==> src/rtl/pressure_pkg.sv <==
// Shared types, default parameters and arithmetic helpers for the pressure needle controller.
package pressure_pkg;

  typedef enum logic [1:0] {
    SETTLED = 2'd0,
    RISE    = 2'd1,
    FALL    = 2'd2
  } needle_state_t;

  localparam int unsigned DEF_Q_W         = 7;
  localparam int unsigned DEF_BORDER_W    = 8;
  localparam int unsigned DEF_LVL_W       = 3;
  localparam int unsigned DEF_VOL_STEP    = 50;
  localparam int unsigned DEF_NUM_VOL_LVL = 5;
  localparam int unsigned DEF_SCALE       = 5;
  localparam int unsigned DEF_STEP_DIV    = 4;
  localparam int unsigned DEF_RESET_POS   = 30;
  localparam int unsigned DEF_ALARM_LVL   = 60;
  localparam int unsigned DEF_ALARM_HYST  = 4;

  // Product a*b computed wide enough never to wrap, then clamped to max_val.
  function automatic int unsigned sat_mul(input int unsigned a, input int unsigned b,
                                          input int unsigned max_val);
    logic [63:0] prod;
    prod = 64'(a) * 64'(b);
    if (prod > 64'(max_val)) return max_val;
    return prod[31:0];
  endfunction

endpackage

==> src/rtl/vol_level_quant.sv <==
// Quantises piston border position into a 1-based volume level, clamped at the top bucket.
module vol_level_quant #(
  parameter int unsigned BORDER_W    = 8,
  parameter int unsigned VOL_STEP    = 50,
  parameter int unsigned NUM_VOL_LVL = 5,
  parameter int unsigned OUT_W       = 3
) (
  input  logic [BORDER_W-1:0] border,
  output logic [OUT_W-1:0]    vol_lvl
);

  logic [31:0] bucket;

  // Bucket index plus one, saturated to the number of buckets.
  always_comb begin
    bucket  = 32'(border) / VOL_STEP + 32'd1;
    vol_lvl = (bucket > NUM_VOL_LVL) ? OUT_W'(NUM_VOL_LVL) : OUT_W'(bucket);
  end

endmodule

==> src/rtl/pressure_needle_ctrl.sv <==
// Pressure needle controller: registered target from volume/temperature/moles,
// prescaled slew of the needle toward it, and a hysteretic over-pressure alarm.
//
// state   | meaning
// SETTLED | needle equals target, prescaler idle at zero
// RISE    | target above needle, needle steps up every STEP_DIV enabled clocks
// FALL    | target below needle, needle steps down every STEP_DIV enabled clocks
module pressure_needle_ctrl
  import pressure_pkg::*;
#(
  parameter int unsigned Q_W         = DEF_Q_W,
  parameter int unsigned BORDER_W    = DEF_BORDER_W,
  parameter int unsigned LVL_W       = DEF_LVL_W,
  parameter int unsigned VOL_STEP    = DEF_VOL_STEP,
  parameter int unsigned NUM_VOL_LVL = DEF_NUM_VOL_LVL,
  parameter int unsigned SCALE       = DEF_SCALE,
  parameter int unsigned STEP_DIV    = DEF_STEP_DIV,
  parameter int unsigned RESET_POS   = DEF_RESET_POS,
  parameter int unsigned ALARM_LVL   = DEF_ALARM_LVL,
  parameter int unsigned ALARM_HYST  = DEF_ALARM_HYST
) (
  input  logic                clk,
  input  logic                clearn,
  input  logic                enable,
  input  logic                hold,
  input  logic [LVL_W-1:0]    temp,
  input  logic [LVL_W-1:0]    num_moles,
  input  logic [BORDER_W-1:0] border,
  output logic [Q_W-1:0]      Q,
  output logic [Q_W-1:0]      target,
  output logic                settled,
  output logic                dir_up,
  output logic                dir_down,
  output logic                alarm
);

  localparam int unsigned VOL_W = $clog2(NUM_VOL_LVL + 1);
  localparam int unsigned CNT_W = (STEP_DIV > 1) ? $clog2(STEP_DIV) : 1;
  localparam logic [CNT_W-1:0] CNT_LAST = CNT_W'(STEP_DIV - 1);

  logic [VOL_W-1:0] vol_lvl;
  logic [Q_W-1:0]   sum_sat;
  needle_state_t    state, state_nxt;
  logic [CNT_W-1:0] cnt, cnt_nxt;
  logic [Q_W-1:0]   q_nxt;
  logic             alarm_nxt;
  logic             reversal;

  vol_level_quant #(
    .BORDER_W   (BORDER_W),
    .VOL_STEP   (VOL_STEP),
    .NUM_VOL_LVL(NUM_VOL_LVL),
    .OUT_W      (VOL_W)
  ) u_vol_level_quant (
    .border (border),
    .vol_lvl(vol_lvl)
  );

  assign sum_sat = Q_W'(sat_mul(32'(vol_lvl) + 32'(temp) + 32'(num_moles), SCALE,
                                (32'd1 << Q_W) - 32'd1));

  // State register.
  always_ff @(posedge clk or negedge clearn) begin
    if (!clearn) state <= SETTLED;
    else         state <= state_nxt;
  end

  // Next state follows the needle/target relation every clock.
  always_comb begin
    state_nxt = SETTLED;
    if (target > Q)      state_nxt = RISE;
    else if (target < Q) state_nxt = FALL;
  end

  // Status outputs are a one-hot decode of the state.
  always_comb begin
    settled  = (state == SETTLED);
    dir_up   = (state == RISE);
    dir_down = (state == FALL);
  end

  // Prescaler and needle step; a step only happens while the registered
  // direction still agrees with the live comparison, so the needle cannot overshoot.
  always_comb begin
    cnt_nxt  = cnt;
    q_nxt    = Q;
    reversal = ((state == RISE) && (state_nxt == FALL)) ||
               ((state == FALL) && (state_nxt == RISE));
    if ((state_nxt == SETTLED) || reversal) begin
      cnt_nxt = '0;
    end else if (enable && !hold && (state != SETTLED)) begin
      if (cnt == CNT_LAST) begin
        cnt_nxt = '0;
        q_nxt   = (state == RISE) ? Q + 1'b1 : Q - 1'b1;
      end else begin
        cnt_nxt = cnt + 1'b1;
      end
    end
  end

  // Alarm sets at or above the threshold and clears only below the hysteresis band.
  always_comb begin
    alarm_nxt = alarm;
    if (Q >= Q_W'(ALARM_LVL))                   alarm_nxt = 1'b1;
    else if (Q < Q_W'(ALARM_LVL - ALARM_HYST)) alarm_nxt = 1'b0;
  end

  // Datapath registers: target tracks inputs unconditionally.
  always_ff @(posedge clk or negedge clearn) begin
    if (!clearn) begin
      target <= Q_W'(RESET_POS);
      Q      <= Q_W'(RESET_POS);
      cnt    <= '0;
      alarm  <= 1'b0;
    end else begin
      target <= sum_sat;
      Q      <= q_nxt;
      cnt    <= cnt_nxt;
      alarm  <= alarm_nxt;
    end
  end

endmodule

==> config.mk <==
export PLATFORM = sky130hd
export DESIGN_NAME = pressure_needle_ctrl
export DESIGN_NICKNAME = d
export VERILOG_FILES = /design/src/rtl/pressure_pkg.sv /design/src/rtl/vol_level_quant.sv /design/src/rtl/pressure_needle_ctrl.sv
export SDC_FILE = /design/constraint.sdc
export NUM_CORES = 1
export LEC_CHECK = 0
export CORE_UTILIZATION = 47
export DETAILED_ROUTE_END_ITERATION = 12
export HOLD_SLACK_MARGIN = 0.08
export PLACE_DENSITY = 0.76
export SYNTH_ARGS = -nofsm -noshare
export SYNTH_HDL_FRONTEND = slang
export SYNTH_SLANG_ARGS = --single-unit
==> constraint.sdc <==
create_clock -name clk -period 2.5 [get_ports clk]
set_clock_uncertainty 0.1 [all_clocks]
set_input_delay 0.5 -clock clk [delete_from_list [all_inputs] [get_ports clk]]
set_output_delay 0.5 -clock clk [all_outputs]
set_load 0.05 [all_outputs]
# Yosys cells after proc, flatten, opt, wreduce, memory -nomap -nowiden
# Index checks and enable logic that the tools add are counted.
dict set report classes {
  n_mul 1
  div 1
  n_addsub 6
  n_lt_le_gt_ge 6
  eq_ne 5
  n_reduce_logical 13
  n_bitwise 1
  muxes 12
}
# op n
set ops {}
lappend ops {{32-bit by 1-bit adder with 32-bit output (second input constant)} 1}
lappend ops {{8-bit by 6-bit divider with 32-bit output (second input constant)} 1}
lappend ops {{32-bit by 3-bit > comparator with 1-bit output (second input constant)} 1}
lappend ops {{7-bit 2-to-1 mux} 3}
lappend ops {{2-bit 2-to-1 mux} 5}
lappend ops {{8-bit by 7-bit > comparator with 1-bit output (second input constant)} 1}
lappend ops {{5-bit by 3-bit multiplier with 8-bit output (second input constant)} 1}
lappend ops {{7-bit by 1-bit adder with 7-bit output (second input constant)} 1}
lappend ops {{7-bit by 6-bit greater-or-equal comparator with 1-bit output (second input constant)} 1}
lappend ops {{7-bit > comparator} 1}
lappend ops {{7-bit by 6-bit < comparator with 1-bit output (second input constant)} 1}
lappend ops {{7-bit < comparator} 1}
lappend ops {{7-bit by 1-bit subtractor with 7-bit output (second input constant)} 1}
lappend ops {{2-bit equality test (second input constant)} 3}
lappend ops {{2-bit nonzero test} 3}
lappend ops {{4-bit by 3-bit adder with 5-bit output} 1}
lappend ops {{3-bit by 3-bit adder with 4-bit output} 1}
lappend ops {{2-bit by 1-bit equality test with 1-bit output (second input constant)} 2}
lappend ops {{1-bit logical AND} 4}
lappend ops {{2-bit logical NOT} 2}
lappend ops {{1-bit 2-to-1 mux} 3}
lappend ops {{3-bit 2-to-1 mux} 1}
lappend ops {{3-bit AND reduction} 1}
lappend ops {{2-bit by 1-bit adder with 2-bit output (second input constant)} 1}
lappend ops {{other kinds (3)} 4}
dict set report totals {
  out_inout_bits 18
  wordCells 50
  inputBits 18
  regBits 19
}

# Longest topological paths before layout
dict set report depth {
  word_depth 10
  ltp_mapped 27
  depth_no_buf 27
}

# By module
# A second synthesis with hierarchy kept.
dict set report hier_totals {
  cells_unflattened 207
  area_unflattened_um2 1879.3
}
# module instances seq_area_each_um2 area_each_um2 cells_each
set by_module_without_submodules {}
lappend by_module_without_submodules {pressure_needle_ctrl 1 485.5 1493.9 151}
lappend by_module_without_submodules {vol_level_quant 1 0.0 385.4 56}

# Least setup slack after synthesis
# Ideal clock, no wire load.
dict set report synth_path {
  kind {input port to flip-flop}
  start {in border[4]}
  end {reg target[6]}
  setup_ns 0.118
  arrival_ns 5.976
  required_ns 2.282
  stages 25
  path_buffers 0
  path_slack_ns -3.694
  path_cell_list {inv_1 > ha_1 > or3_1 > and2_2 > ha_1 > nand2b_1 > o21ai_0 > inv_1 > nor2_1 > o21ai_0 > ha_1 > and3_2 > and4b_1 > a221oi_2 > fa_1 > inv_1 > ha_1 > inv_1 > fa_1 > xor2_1 > ha_1 > ha_1 > fa_1 > or4_1 > a21o_1}
}
dict set report synth_between {
  elab_chain_len 10
  word_cells_on_any_way 11
  classes_between {3 x add/sub; 1 x mul; 1 x div; 2 x order compare; 4 x mux}
}
# item line_no
set synth_rtl {}
lappend synth_rtl {{from (decl)} pressure_needle_ctrl.sv:28} ;# input logic [BORDER_W-1:0] border,
lappend synth_rtl {{8-bit by 6-bit divider with 32-bit output *} vol_level_quant.sv:16} ;# bucket = 32'(border) / VOL_STEP + 32'd1;
lappend synth_rtl {{32-bit by 1-bit adder with 32-bit output *} vol_level_quant.sv:16}
lappend synth_rtl {{32-bit by 3-bit > comparator with 1-bit output} vol_level_quant.sv:17} ;# vol_lvl = (bucket > NUM_VOL_LVL) ? OUT_W'(NUM_VOL_LVL) : OUT_W'(bucket);
lappend synth_rtl {{3-bit 2-to-1 mux *} vol_level_quant.sv:17}
lappend synth_rtl {{3-bit by 3-bit adder with 4-bit output *} pressure_needle_ctrl.sv:59} ;# assign sum_sat = Q_W'(sat_mul(32'(vol_lvl) + 32'(temp) + 32'(num_moles), SCALE,
lappend synth_rtl {{4-bit by 3-bit adder with 5-bit output *} pressure_needle_ctrl.sv:59}
lappend synth_rtl {{5-bit by 3-bit multiplier with 8-bit output *} pressure_pkg.sv:25} ;# prod = 64'(a) * 64'(b);
lappend synth_rtl {{8-bit by 7-bit > comparator with 1-bit output} pressure_pkg.sv:26} ;# if (prod > 64'(max_val)) return max_val;
lappend synth_rtl {{7-bit 2-to-1 mux or 1-bit 2-to-1 mux (tied branches)} pressure_pkg.sv:26}
lappend synth_rtl {{7-bit 2-to-1 mux *} pressure_pkg.sv:27} ;# return prod[31:0];
lappend synth_rtl {{named net sum_sat[6]} pressure_needle_ctrl.sv:42} ;# logic [Q_W-1:0] sum_sat;
lappend synth_rtl {{to (signal assigned)} pressure_needle_ctrl.sv:111} ;# target <= Q_W'(RESET_POS);
lappend synth_rtl {{to (signal assigned)} pressure_needle_ctrl.sv:116} ;# target <= sum_sat;
lappend synth_rtl {{to (decl)} pressure_needle_ctrl.sv:30} ;# output logic [Q_W-1:0] target,
# The timed path passes the listed nets; every way through them passes the cells marked *.
# A chain may end at the register's enable or synchronous reset.

# Worst setup path in the final report
# Same ends and word-level chain as after synthesis.

==> impl_metrics.ini <==
[placement]
portBuffers = 34
gp_congestion = 0.805
hpwl_um = 3190
place_ws_ns = -4.14
dpl_cell_area_um2 = 2500

[timing]
fin_ws_ns = -3.19
setup_viol = 7
setup_tns_ns = -22.16
worstMarginPinSlew_ns = 0.498
period_needed_ns = 5.69
finalHoldViolCount = 0
slew_headroom_pct = 66.7
rsz0062_at_grt = yes
finalCritPeriodShare_pct = 227
slew_violations = 0
fmax_mhz = 176

[detailed_routing]
ant_nets = 0
drt_wl_total_um = 4440
drc = 0
detail_route.wl_per_cell_um = 13.7
viasPerCell = 5.13
drt_iter0_drc = 48
vias = 1661
dr.pass1.iters = 6

[synthesis]
synthCells = 195
synth_warnings = 0
synth_nets = 244
ys_ff_latch = 19
synth-edff-count = 0
ys_async_sr_fraction_pct = 100
synth_most_common_cell = inv_1
avgSynthCellArea_um2 = 9.14
yosys-top-cells-count = inv_1, ha_1, o21ai_0, a21oi_1, nor2_1
synth_seq_area_share_pct = 27.2
ys.flop_type = dfrtp_1
yosys.area.top_type = ha_1
synth.distinct_cells = 49
synth_area_leaders = ha_1, dfrtp_1, dfstp_2
netlist_area_um2 = 1780
synth.top_cell.area_share_pct = 17.5

[worst_setup_path]
slowest_stage = or4_4
crit_path_end_kind = flop
crit_top_cell = ha_4
worstPathRequired_ns = 2.55
critical_path_class = input pin to flop
worstPathMaxFanout = 3
reg2reg_from = Q[2]
crit_path_start = border[4]
rrSetupSlack_ns = 0.11
arrival_ns = 5.74
worst_setup_path_start_kind = input pin
ff2ff_path_depth = 8
critPathCapture = target[6]
slowest_delay_ns = 0.48
r2r-end = Q[1]

[global_routing]
track_usage_pct = 22.3
grt_pass1_wl_um = 7180
grt_max_degree = 20
overflow = 0
antenna_found_initial = 0
grt_pass1_vias = 1680

[power]
vdd_drop_max_mv = 0.489
powerDensity_nw_per_um2 = 1130
p_total_w = 0.00313
p_leak_nw = 1.31

[cts]
cts_buffer_depth = 2
cts_sinks = 19
cts_hold_buf = 0
cts-root-buf = clkbuf_8
tritoncts = yes
clk_latency_ns = 0.25
clkTransAtPathRegs_ns = 0.07
htreeDepth = 1
cts_buffers = 3

[cells_and_area]
n_antenna_cell = 0
seq_area_um2 = 485
n_fill_cell = 251
drive_gt1_share_pct = 38.8
multi_input_area_um2 = 1370
stdcell_area_um2 = 2790
syn_to_final_growth_pct = 56.2
finalNetCount = 326

[die]
initial_core_util_pct = 48.7
fp.dieW_um = 63.6
rows = 22
die_h_um = 63.6
die_area_um2 = 4040
coreArea_um2 = 3660
io_pins = 36

[status]
violations = negative setup slack
outcome = complete, but fails checks

[hold_path]
min_path_type = flop to flop
hp-start = cnt[1]

[job]
cap_violations = 0
==> cells in the final DEF (no fill, tap or decap), types with 3 or more instances in the layout <==
cell type,instances
buf_4,42
clkdlybuf4s50_1,28
inv_1,24
ha_1,18
dfrtp_1,11
nand2_1,10
nor2_1,10
o21ai_0,9
a21oi_1,9
dfstp_2,8
or2_2,6
ha_4,5
o21ai_1,4
nand3_1,4
inv_2,4
nor2b_1,4
xnor2_1,4
fa_1,4
o211ai_1,3
nor2_4,3
and3_1,3
clkbuf_8,3
buf_6,3
==> per-layer routing <==
metal | share of wire (%) | wire length, um | vias to the layer above | track usage [%]
met5 | 0 | 0 | - | 0
met4 | 1.5 | 65 | 0 | 4.55
met3 | 2.3 | 104 | 9 | 2.36
met2 | 53 | 2370 | 32 | 42.7
met1 | 43 | 1900 | 780 | 26.2
li1 | - | - | 840 | -
==> per-stage QoR <==
step | cells | hold WS (ns) | util (%)
after floorplan | 195 | 0.104 | -
after global placement | 308 | 0.390 | 68.4
after detailed placement | 308 | 0.393 | 68.4
after CTS | 317 | 0.410 | 72.2
after global routing | 324 | 0.452 | 76.1
final | 324 | 0.403 | 76.1
==> worst max-delay path: cells and delay by family <==
family                   cells  cell delay (ns)
AO/OA/AOI/OAI                4             0.64
adder cells (fa/ha/maj)      9             2.46
buffers and inverters        5             0.31
AND/OR/NAND/NOR              7             1.57
XOR/XNOR                     1             0.25
==> power breakdown <==
| part | internal, W | switching (W) |
|---|---|---|
| clock network | 0.000113 | 0.0000988 |
| logic | 0.00107 | 0.00125 |
| registers | 0.000485 | 0.000118 |
==> kinds of logic (layout without fill, tap and decap cells) <==
family                   after synthesis  count (layout)  share of synthesized area, %
XOR/XNOR                               8               8                          3.93
multiplexers                           3               3                          1.75
buffers and inverters                 30             111                          6.74
flip-flops                            19              19                          27.2
adder cells (fa/ha/maj)               31              31                          24.3
AND/OR/NAND/NOR                       57              57                          17.6
AO/OA/AOI/OAI                         47              47                          18.5
==> state kept, by name (all words and copies together), names as in the netlist <==
signal / count
Q: 7
cnt: 2
target: 7
state: 2
alarm: 1
==> cell type report <==
type	instances	area share, %
tap	48	2.16
timing repair buffer	78	25.3
sequential	19	17.4
inverter	29	4.36
clock buffer	4	1.62
multi-input combinational	146	49.1
==> how the worst min path moves through the flow <==
| stage | endpoint | slack [ns] | depth (start not counted) |
|---|---|---|---|
| 2_1_floorplan | Q[0] | 0.10 | 0 |
| 3_3_place_gp | cnt[1] | 0.39 | 1 |
| 4_1_cts | cnt[1] | 0.41 | 1 |
| 3_5_place_dp | cnt[1] | 0.39 | 1 |
| 6_report | cnt[1] | 0.40 | 1 |
| 5_1_grt | cnt[1] | 0.45 | 1 |
==> what timing repair did <==
action,CTS,global route
cloned,0,0
pin swaps,16,11
buffers inserted,5,7
endpoints found under the setup margin,7,11
gates resized for setup,27,16
(Power assumes the default switching activity.)
